==> src/rtl/q2_pkg.sv <==
// Shared definitions for the Q2 bit-serial ALU sequencer.
//   OP_*      : two-bit operation encodings presented on op / latched for RUN
//   state_e   : sequencer states
//   DEFAULT_WIDTH : datapath word width used when the top is not overridden
package q2_pkg;

    localparam int DEFAULT_WIDTH = 12;

    localparam logic [1:0] OP_LOAD = 2'b00;  // A <= X
    localparam logic [1:0] OP_NOR  = 2'b01;  // A <= ~(A | X)
    localparam logic [1:0] OP_ADD  = 2'b10;  // A <= A + X + F
    localparam logic [1:0] OP_SHR  = 2'b11;  // A <= {F, X[W-1:1]}

    typedef enum logic [1:0] {
        IDLE = 2'd0,
        RUN  = 2'd1,
        DONE = 2'd2
    } state_e;

endpackage

==> src/rtl/alu_serial_ctrl_alu.sv <==
// One-bit ALU slice used by the Q2 serial sequencer.
// Ports:
//   o0, no0, o1, no1 : dual-rail operation select (o1/o0 = op[1]/op[0])
//   a0, x0           : current LSBs of A and X
//   x1               : next-higher X bit (or F on the last bit, for SHR)
//   f                : carry / flag input
//   alu_out          : result bit shifted into the top of A
//   alu_ncout        : inverted carry-out; the sequencer stores ~alu_ncout in F
// Only ADD produces a new carry; all other operations pass F through.
module alu (
    input  logic o0,
    input  logic no0,
    input  logic o1,
    input  logic no1,
    input  logic a0,
    input  logic x0,
    input  logic x1,
    input  logic f,
    output logic alu_out,
    output logic alu_ncout
);

    logic sel_load;
    logic sel_nor;
    logic sel_add;
    logic sel_shr;
    logic sum;
    logic cout;

    // Both rails are used so each select term is a simple two-input AND.
    assign sel_load = no1 & no0;
    assign sel_nor  = no1 & o0;
    assign sel_add  = o1  & no0;
    assign sel_shr  = o1  & o0;

    assign sum  = a0 ^ x0 ^ f;
    assign cout = (a0 & x0) | (f & (a0 ^ x0));

    assign alu_out = (sel_load & x0)
                   | (sel_nor  & ~(a0 | x0))
                   | (sel_add  & sum)
                   | (sel_shr  & x1);

    assign alu_ncout = sel_add ? ~cout : ~f;

endmodule

==> src/rtl/alu_serial_ctrl.sv <==
// Bit-serial ALU sequencer for the Q2 datapath.
// Holds the accumulator A, operand X and flag F, and steps the one-bit
// alu slice through WIDTH cycles per operation, LSB first.
// Ports:
//   clk, rst               : clock, synchronous active-high reset
//   a_load/a_in            : parallel load of A (IDLE only)
//   x_load/x_in            : parallel load of X (IDLE only)
//   f_set/f_in             : load of F (IDLE only)
//   start/op               : begin operation op (IDLE only)
//   a_q, x_q, carry        : registered A, X, F (valid in IDLE and DONE)
//   busy                   : high in every RUN cycle
//   done                   : one-cycle completion pulse (DONE state)
//
// state | meaning
// IDLE  | accepts loads and start
// RUN   | one bit per cycle, count 0..WIDTH-1
// DONE  | completion pulse, returns to IDLE next cycle
module alu_serial_ctrl
    import q2_pkg::*;
#(
    parameter int WIDTH = DEFAULT_WIDTH
) (
    input  logic             clk,
    input  logic             rst,
    input  logic             a_load,
    input  logic [WIDTH-1:0] a_in,
    input  logic             x_load,
    input  logic [WIDTH-1:0] x_in,
    input  logic             f_set,
    input  logic             f_in,
    input  logic             start,
    input  logic [1:0]       op,
    output logic [WIDTH-1:0] a_q,
    output logic [WIDTH-1:0] x_q,
    output logic             carry,
    output logic             busy,
    output logic             done
);

    localparam int CW = $clog2(WIDTH);
    localparam logic [CW-1:0] CNT_LAST = CW'(WIDTH - 1);

    state_e           state_q, state_d;
    logic [CW-1:0]    cnt_q,   cnt_d;
    logic [1:0]       op_q,    op_d;
    logic [WIDTH-1:0] a_d;
    logic [WIDTH-1:0] x_d;
    logic             f_q,     f_d;

    logic last_bit;
    logic slice_x1;
    logic alu_out;
    logic alu_ncout;

    assign last_bit = (cnt_q == CNT_LAST);

    // On the final bit the slice sees F as the "next" X bit so SHR fills
    // the MSB of A with F.
    assign slice_x1 = last_bit ? f_q : x_q[1];

    alu u_alu (
        .o0        (op_q[0]),
        .no0       (~op_q[0]),
        .o1        (op_q[1]),
        .no1       (~op_q[1]),
        .a0        (a_q[0]),
        .x0        (x_q[0]),
        .x1        (slice_x1),
        .f         (f_q),
        .alu_out   (alu_out),
        .alu_ncout (alu_ncout)
    );

    always_comb begin
        state_d = state_q;
        cnt_d   = cnt_q;
        op_d    = op_q;
        a_d     = a_q;
        x_d     = x_q;
        f_d     = f_q;

        case (state_q)
            IDLE: begin
                // Loads land at the same edge that accepts start, so RUN
                // begins on the freshly loaded values.
                if (a_load) a_d = a_in;
                if (x_load) x_d = x_in;
                if (f_set)  f_d = f_in;
                if (start) begin
                    op_d    = op;
                    cnt_d   = '0;
                    state_d = RUN;
                end
            end

            RUN: begin
                a_d = {alu_out, a_q[WIDTH-1:1]};
                // X rotates rather than shifts so it is intact after WIDTH bits.
                x_d = {x_q[0], x_q[WIDTH-1:1]};
                f_d = ~alu_ncout;
                if (last_bit) begin
                    cnt_d   = '0;
                    state_d = DONE;
                end else begin
                    cnt_d = cnt_q + 1'b1;
                end
            end

            DONE: begin
                state_d = IDLE;
            end

            default: begin
                state_d = IDLE;
            end
        endcase
    end

    always_ff @(posedge clk) begin
        if (rst) begin
            state_q <= IDLE;
            cnt_q   <= '0;
            op_q    <= 2'b00;
            a_q     <= '0;
            x_q     <= '0;
            f_q     <= 1'b0;
        end else begin
            state_q <= state_d;
            cnt_q   <= cnt_d;
            op_q    <= op_d;
            a_q     <= a_d;
            x_q     <= x_d;
            f_q     <= f_d;
        end
    end

    assign carry = f_q;
    assign busy  = (state_q == RUN);
    assign done  = (state_q == DONE);

endmodule

==> config.mk <==
export PLATFORM = sky130hd
export DESIGN_NAME = alu_serial_ctrl
export DESIGN_NICKNAME = d
export VERILOG_FILES = /design/src/rtl/q2_pkg.sv /design/src/rtl/alu_serial_ctrl_alu.sv /design/src/rtl/alu_serial_ctrl.sv
export SDC_FILE = /design/constraint.sdc
export NUM_CORES = 1
export LEC_CHECK = 0
export ABC_AREA = 1
export CAP_MARGIN = 0
export CORE_ASPECT_RATIO = 0.7
export CORE_MARGIN = 1
export CORE_UTILIZATION = 45
export CTS_CLUSTER_DIAMETER = 60
export CTS_CLUSTER_SIZE = 30
export DETAILED_ROUTE_END_ITERATION = 10
export GPL_TIMING_DRIVEN = 0
export PLACE_DENSITY = 0.78
export SLEW_MARGIN = 5
export SYNTH_ARGS = -nofsm -noshare
export SYNTH_HDL_FRONTEND = slang
export SYNTH_HIERARCHICAL = 1
export SYNTH_SLANG_ARGS = --single-unit
export TNS_END_PERCENT = 1
==> constraint.sdc <==
create_clock -name clk -period 1.8 [get_ports clk]
set_clock_uncertainty 0.15 [all_clocks]
set_input_delay 0.36 -clock clk [delete_from_list [all_inputs] [get_ports clk]]
set_output_delay 0.36 -clock clk [all_outputs]
set_load 0.03 [all_outputs]
# Yosys cells after proc, flatten, opt, wreduce, memory -nomap -nowiden
# Index checks and enable logic that the tools add are counted.
dict set report word_totals {
  wordCells 60
  reg_bits 33
}
dict set report op_classes {
  addsub 1
  n_mux 14
  reduce_logical 8
  n_eq_ne 8
  bitwise_logic 23
}
# cell count
set ops {}
lappend ops {{12-bit case mux with 2 select lines} 2}
lappend ops {{12-bit two-way mux} 2}
lappend ops {{2-bit AND reduction} 6}
lappend ops {{1-bit AND} 10}
lappend ops {{4-bit two-way mux} 2}
lappend ops {{2-bit != test (second input constant)} 4}
lappend ops {{4-bit case mux with 2 select lines} 1}
lappend ops {{1-bit inverter} 6}
lappend ops {{1-bit OR} 5}
lappend ops {{4-bit by 1-bit adder with 4-bit output (second input constant)} 1}
lappend ops {{4-bit == test (second input constant)} 1}
lappend ops {{2-bit two-way mux} 2}
lappend ops {{2-bit case mux with 2 select lines} 1}
lappend ops {{1-bit two-way mux} 3}
lappend ops {{2-bit by 1-bit == test with 1-bit output (second input constant)} 1}
lappend ops {{2-bit == test (second input constant)} 1}
lappend ops {{2-bit logical NOT} 1}
lappend ops {{2-bit by 1-bit != test with 1-bit output (second input constant)} 1}
lappend ops {{1-bit case mux with 2 select lines} 1}
lappend ops {{2-bit nonzero test} 1}
lappend ops {{1-bit bitwise XOR} 2}

# Longest topological paths before layout
# Gate-level depths: netlist of run 1.
dict set report logic_depth {
  depth_word 7
  mapped_depth 13
  mapped_depth_nobuf 13
}

# Cells and area by module
# Netlist of run 1, hierarchy kept.
# module seq_area_each_um2 cells_per_inst instances area_each_um2
set by_module_without_submodules {}
lappend by_module_without_submodules {alu_serial_ctrl 660.6 247 1 1615.3}
lappend by_module_without_submodules {alu 0.0 18 1 93.8}

# Worst setup path after synthesis of run 1
# Ideal clock, no wire load.
dict set report synth_timing {
  path_kind {register -> register}
  from {register a_q[0]}
  to {register a_q[11]}
  path_stages_with_launch 12
  setup_ps 132
  arrival_ps 1542
  slack_ps -24
  t_required_ps 1518
  period_less_slack_ps 1824
  n_path_buf 0
  path_cell_list {dfxtp_1 -> inv_1 -> fa_1 -> inv_1 -> nand2_1 -> nand2_1 -> nand2_1 -> nand2_1 -> nand2_1 -> nand2_1 -> nand2_1 -> a21oi_1}
}
dict set report synth_between {
  elab_chain_len 7
  word_cells_on_any_way 10
}
# item line_no
set synth_rtl {}
lappend synth_rtl {{from (decl)} alu_serial_ctrl.sv:33} ;# output logic [WIDTH-1:0] a_q,
lappend synth_rtl {{from (signal assigned)} alu_serial_ctrl.sv:124} ;# a_q <= '0;
lappend synth_rtl {{from (signal assigned)} alu_serial_ctrl.sv:131} ;# a_q <= a_d;
lappend synth_rtl {{1-bit OR} alu_serial_ctrl_alu.sv:40} ;# | (sel_nor & ~(a0 | x0))
lappend synth_rtl {{1-bit inverter} alu_serial_ctrl_alu.sv:40}
lappend synth_rtl {{1-bit AND} alu_serial_ctrl_alu.sv:40}
lappend synth_rtl {{1-bit OR} alu_serial_ctrl_alu.sv:40}
lappend synth_rtl {{1-bit OR *} alu_serial_ctrl_alu.sv:41} ;# | (sel_add & sum)
lappend synth_rtl {{1-bit OR *} alu_serial_ctrl_alu.sv:42} ;# | (sel_shr & x1);
lappend synth_rtl {{named net alu_out} alu_serial_ctrl.sv:52} ;# logic alu_out;
lappend synth_rtl {{12-bit case mux with 2 select lines *} alu_serial_ctrl.sv:82} ;# case (state_q)
# Mark *: on every way through the listed nets, which the timed path passes. The rest lies on a longest branch.
# A chain may end at the register's enable or synchronous reset.

# Worst setup path after layout of run 1
dict set report layout_timing {
  from {register state_q[1]}
  to {output busy}
}
dict set report layout_between {
  elab_chain_len 1
}
# item line_no
set layout_rtl {}
lappend layout_rtl {{from (decl)} alu_serial_ctrl.sv:43} ;# state_e state_q, state_d;
lappend layout_rtl {{from (signal assigned)} alu_serial_ctrl.sv:128} ;# state_q <= state_d;
lappend layout_rtl {{2-bit by 1-bit == test with 1-bit output} alu_serial_ctrl.sv:138} ;# assign busy = (state_q == RUN);
lappend layout_rtl {{to (decl)} alu_serial_ctrl.sv:36} ;# output logic busy,
# Every way passes these cells.

==> flow_summary_export.csv, run 1 <==
group,metric,value,unit
yosys,synthAdderAreaFrac,2.64,%
routing,drt_wl_total,4490,µm
routing,wire_per_inst,11.8,µm
grt,grt_pass1_vias,1718,
sta,finalCritPeriodShare,96.1,%
yosys,synth_seq_cells,33,
layout,drive_gt1_share,9.64,%
critical_path,crit_chain,"inv_4 -> nand2_4 -> buf_6 -> inv_2 -> buf_6",
sta,fin_setup_tns,0,ns
sta,final_hold_viol_count,0,
min_path,hold_path.startpoint,"op_q[1]",
grt,grt_pass1_wl,7450,µm
grt,grt_max_degree,11,
routing,vias,1830,
critical_path,startpoint_type,"register",
power,power.density,797,nW/µm²
clocking,cts_tree,"built",
yosys,synthXorXnorAreaFrac,0,%
critical_path,startpoint,"state_q[1]",
critical_path,worst-path-buf-inv,4,
clocking,clkLatencyLatePin,0.28,ns
die,core-area,3580,µm²
critical_path,crit-reg2reg-launch,"cnt_q[0]",
placed_design,place_area,2360,µm²
critical_path,critPathSlowestCell,"dfxtp_2",
yosys,synth_compound_area_share,11.8,%
grt,use_met2,36.8,%
sta,slew_headroom,68.7,%
routing,dr.pass1.iters,4,
grt,overflow,0,
die,die_y,53.6,µm
placed_design,place_hpwl,3290,µm
critical_path,end_kind,"output pin",
grt,grt_use_total,24.8,%
critical_path,r2r_slack,0.11,ns
clocking,cts_root_buf,"clkbuf_8",
yosys,netlist_area,1710,µm²
critical_path,crit_type,"reg -> out",
min_path,hold_class,"reg -> reg",
critical_path,crit_top_cell,"buf_6",
yosys,postSynthAreaPerCell,6.45,µm²
die,initial_core_util,47.7,%
die,design.die.area,4050,µm²
layout,areaGrowthSynthToFinish,47.1,%
routing,vias_per_cell,4.79,
routing,ant_nets,0,
layout,finalNetCount,367,
grt,antenna_found_initial,0,
clocking,clkTransAtPathRegs,0.07,ns
routing,drc,0,
power,p_leak,1.25,nW
routing,drt_iter0_markers,109,
grt,grt_busiest_layer,"met2",
sta,tightest_slew,0.469,ns
clocking,htree_levels,2,
yosys,ys_seq_area_share,38.7,%
critical_path,max_stage_delay,0.36,ns
yosys,ys_types,20,
yosys,yosysWarnings,6,
yosys,synth_top_family_by_area,"simple AND/OR/NAND/NOR gates",
yosys,synth_nets,301,
grt,use_met3,6.74,%
clocking,clock-sinks,33,
yosys,yosys.area_share.simple,33.7,%
clocking,clock_path_buffers,2,
power,ir_worst_vdd,0.000525,V
critical_path,crit_arrival,1.22,ns
critical_path,required,1.29,ns
layout,stdcell_area,2510,µm²
sta,min_period,1.73,ns
run_status,status,"complete, no violations",
placed_design,gp_congestion,0.792,
flow_run,max-cap-violations,0,
sta,rsz0062_at_grt,"yes",
placed_design,port-buffer-count,59,
die,rows,18,
die,die_w,75.7,µm
yosys,syn_inst,265,
critical_path,critical-path-top-delay-family,"buffers and inverters",
layout,insertedDiodeCount,0,
critical_path,crit_path_max_fanout,10,
sta,finalSetupViolCount,0,
die,ios,60,
grt,gr-usage-met1,34.2,%
sta,timing_max_transition_violations_final,0,
yosys,muxShareOfSynthArea,0,%
sta,fmax,0.578,GHz
clocking,cts_inserted_buffers,5,
[power breakdown]
part           switching (mW)  internal [mW]
Sequential             0.0312          0.778
Combinational           0.267          0.194
Clock                   0.281          0.452
Total                   0.579           1.42
[registers in the layout (all words and copies together) (netlist names)]
| register | count |
|---|---|
| a_q | 12 |
| carry | 1 |
| cnt_q | 4 |
| op_q | 2 |
| state_q | 2 |
| x_q | 12 |
[worst register-to-register path, stage by stage, from the launching register on]
cell     delay (ns)
dfxtp_2        0.37
ha_2           0.21
nand2_1        0.10
nor2_4         0.14
nand2_1        0.08
o21ai_2        0.08
nand2_1        0.07
nand2_1        0.06
nand2_1        0.04
nand2_1        0.07
nand2_1        0.06
nand2_1        0.05
nand2_1        0.04
a21oi_1        0.11
[cells in the mapped netlist]
library cell,number,area share (%)
a21oi_1,8,2.3
buf_6,3,2.0
dfxtp_1,33,39
nor2_1,74,16
o21a_1,1,0.44
nand4_1,2,0.73
a31oi_1,1,0.37
inv_1,38,8.3
o21ai_2,2,1.0
ha_1,2,1.5
nor2_2,1,0.37
nand2_1,29,6.4
inv_2,2,0.44
nand2_4,1,0.66
fa_1,1,1.2
o21ai_0,26,7.6
clkbuf_1,3,0.66
nor3_1,1,0.29
buf_2,6,1.8
nand3_1,31,9.1
[logic make-up after synthesis]
group                      count (synthesis)
adders and majority gates                  3
AOI/OAI and AO/OA                         38
buffers and inverters                     52
DFF                                       33
and+or+nand+nor                          139
[cells in the final DEF, fill, tap and decap left out, types with 8 or more instances in the layout]
cell and n:
nor2_1 73, inv_1 38, clkdlybuf4s50_1 32, nand3_1 31, nand2_1 29, dfxtp_1 27, o21ai_0 25, dlygate4sd2_1 14
dlymetal6s2s_1 11, a21oi_1 8
[final cells by class]
| cell class | count | area, µm² |
|---|---|---|
| multi-input combinational | 180 | 837 |
| clock buffer | 7 | 86.3 |
| tap | 50 | 62.6 |
| inverter | 40 | 153 |
| fill | 318 | 1070 |
| buffer | 12 | 75.1 |
| timing repair buffer | 59 | 602 |
| clock inverter | 1 | 30.0 |
| sequential | 33 | 668 |
[per-layer routing]
metal	vias up	wire length (µm)	part of all wire [%]
li1	961	-	-
met2	63	1870	42
met1	802	2280	51
met3	4	322	7.2
met5	-	0	0
met4	0	27	0.60
[stage by stage]
| step | instances | worst slack [ns] | power, mW | util (%) | hold WS (ns) |
|---|---|---|---|---|---|
| 6_report | 382 | 0.0709 | 2.00 | 70.2 | 0.346 |
| 5_1_grt | 382 | -0.0455 | 2.10 | 70.2 | 0.365 |
| 4_1_cts | 382 | 0.000121 | 2.00 | 68.8 | 0.349 |
| 3_5_place_dp | 374 | -0.226 | 1.30 | 66.0 | 0.339 |
| 3_3_place_gp | 374 | -0.264 | 1.29 | 66.0 | 0.327 |
| 2_1_floorplan | 265 | 0.0397 | 1.10 | - | 0.306 |
[repair_timing]
item | in CTS | in global routing
setup endpoints to repair | 17 | 24
gates resized for setup | 23 | 21
hold buffers | 0 | 0
setup buffers | 0 | 0
[path summary, 6_finish.rpt]
kind,cells after the start,endpoint
hold / removal,2,op_q[1]
hold reg to reg,2,op_q[1]
setup reg to reg,13,a_q[11]
setup / recovery,5,busy
(Power assumes the default switching activity.)
==> run 2: changes to the inputs <==
- ABC_CLOCK_PERIOD_IN_PS: not set -> 1800
==> results of run 2 <==
Final layout, timing and power as in run 1 (identical DEF).
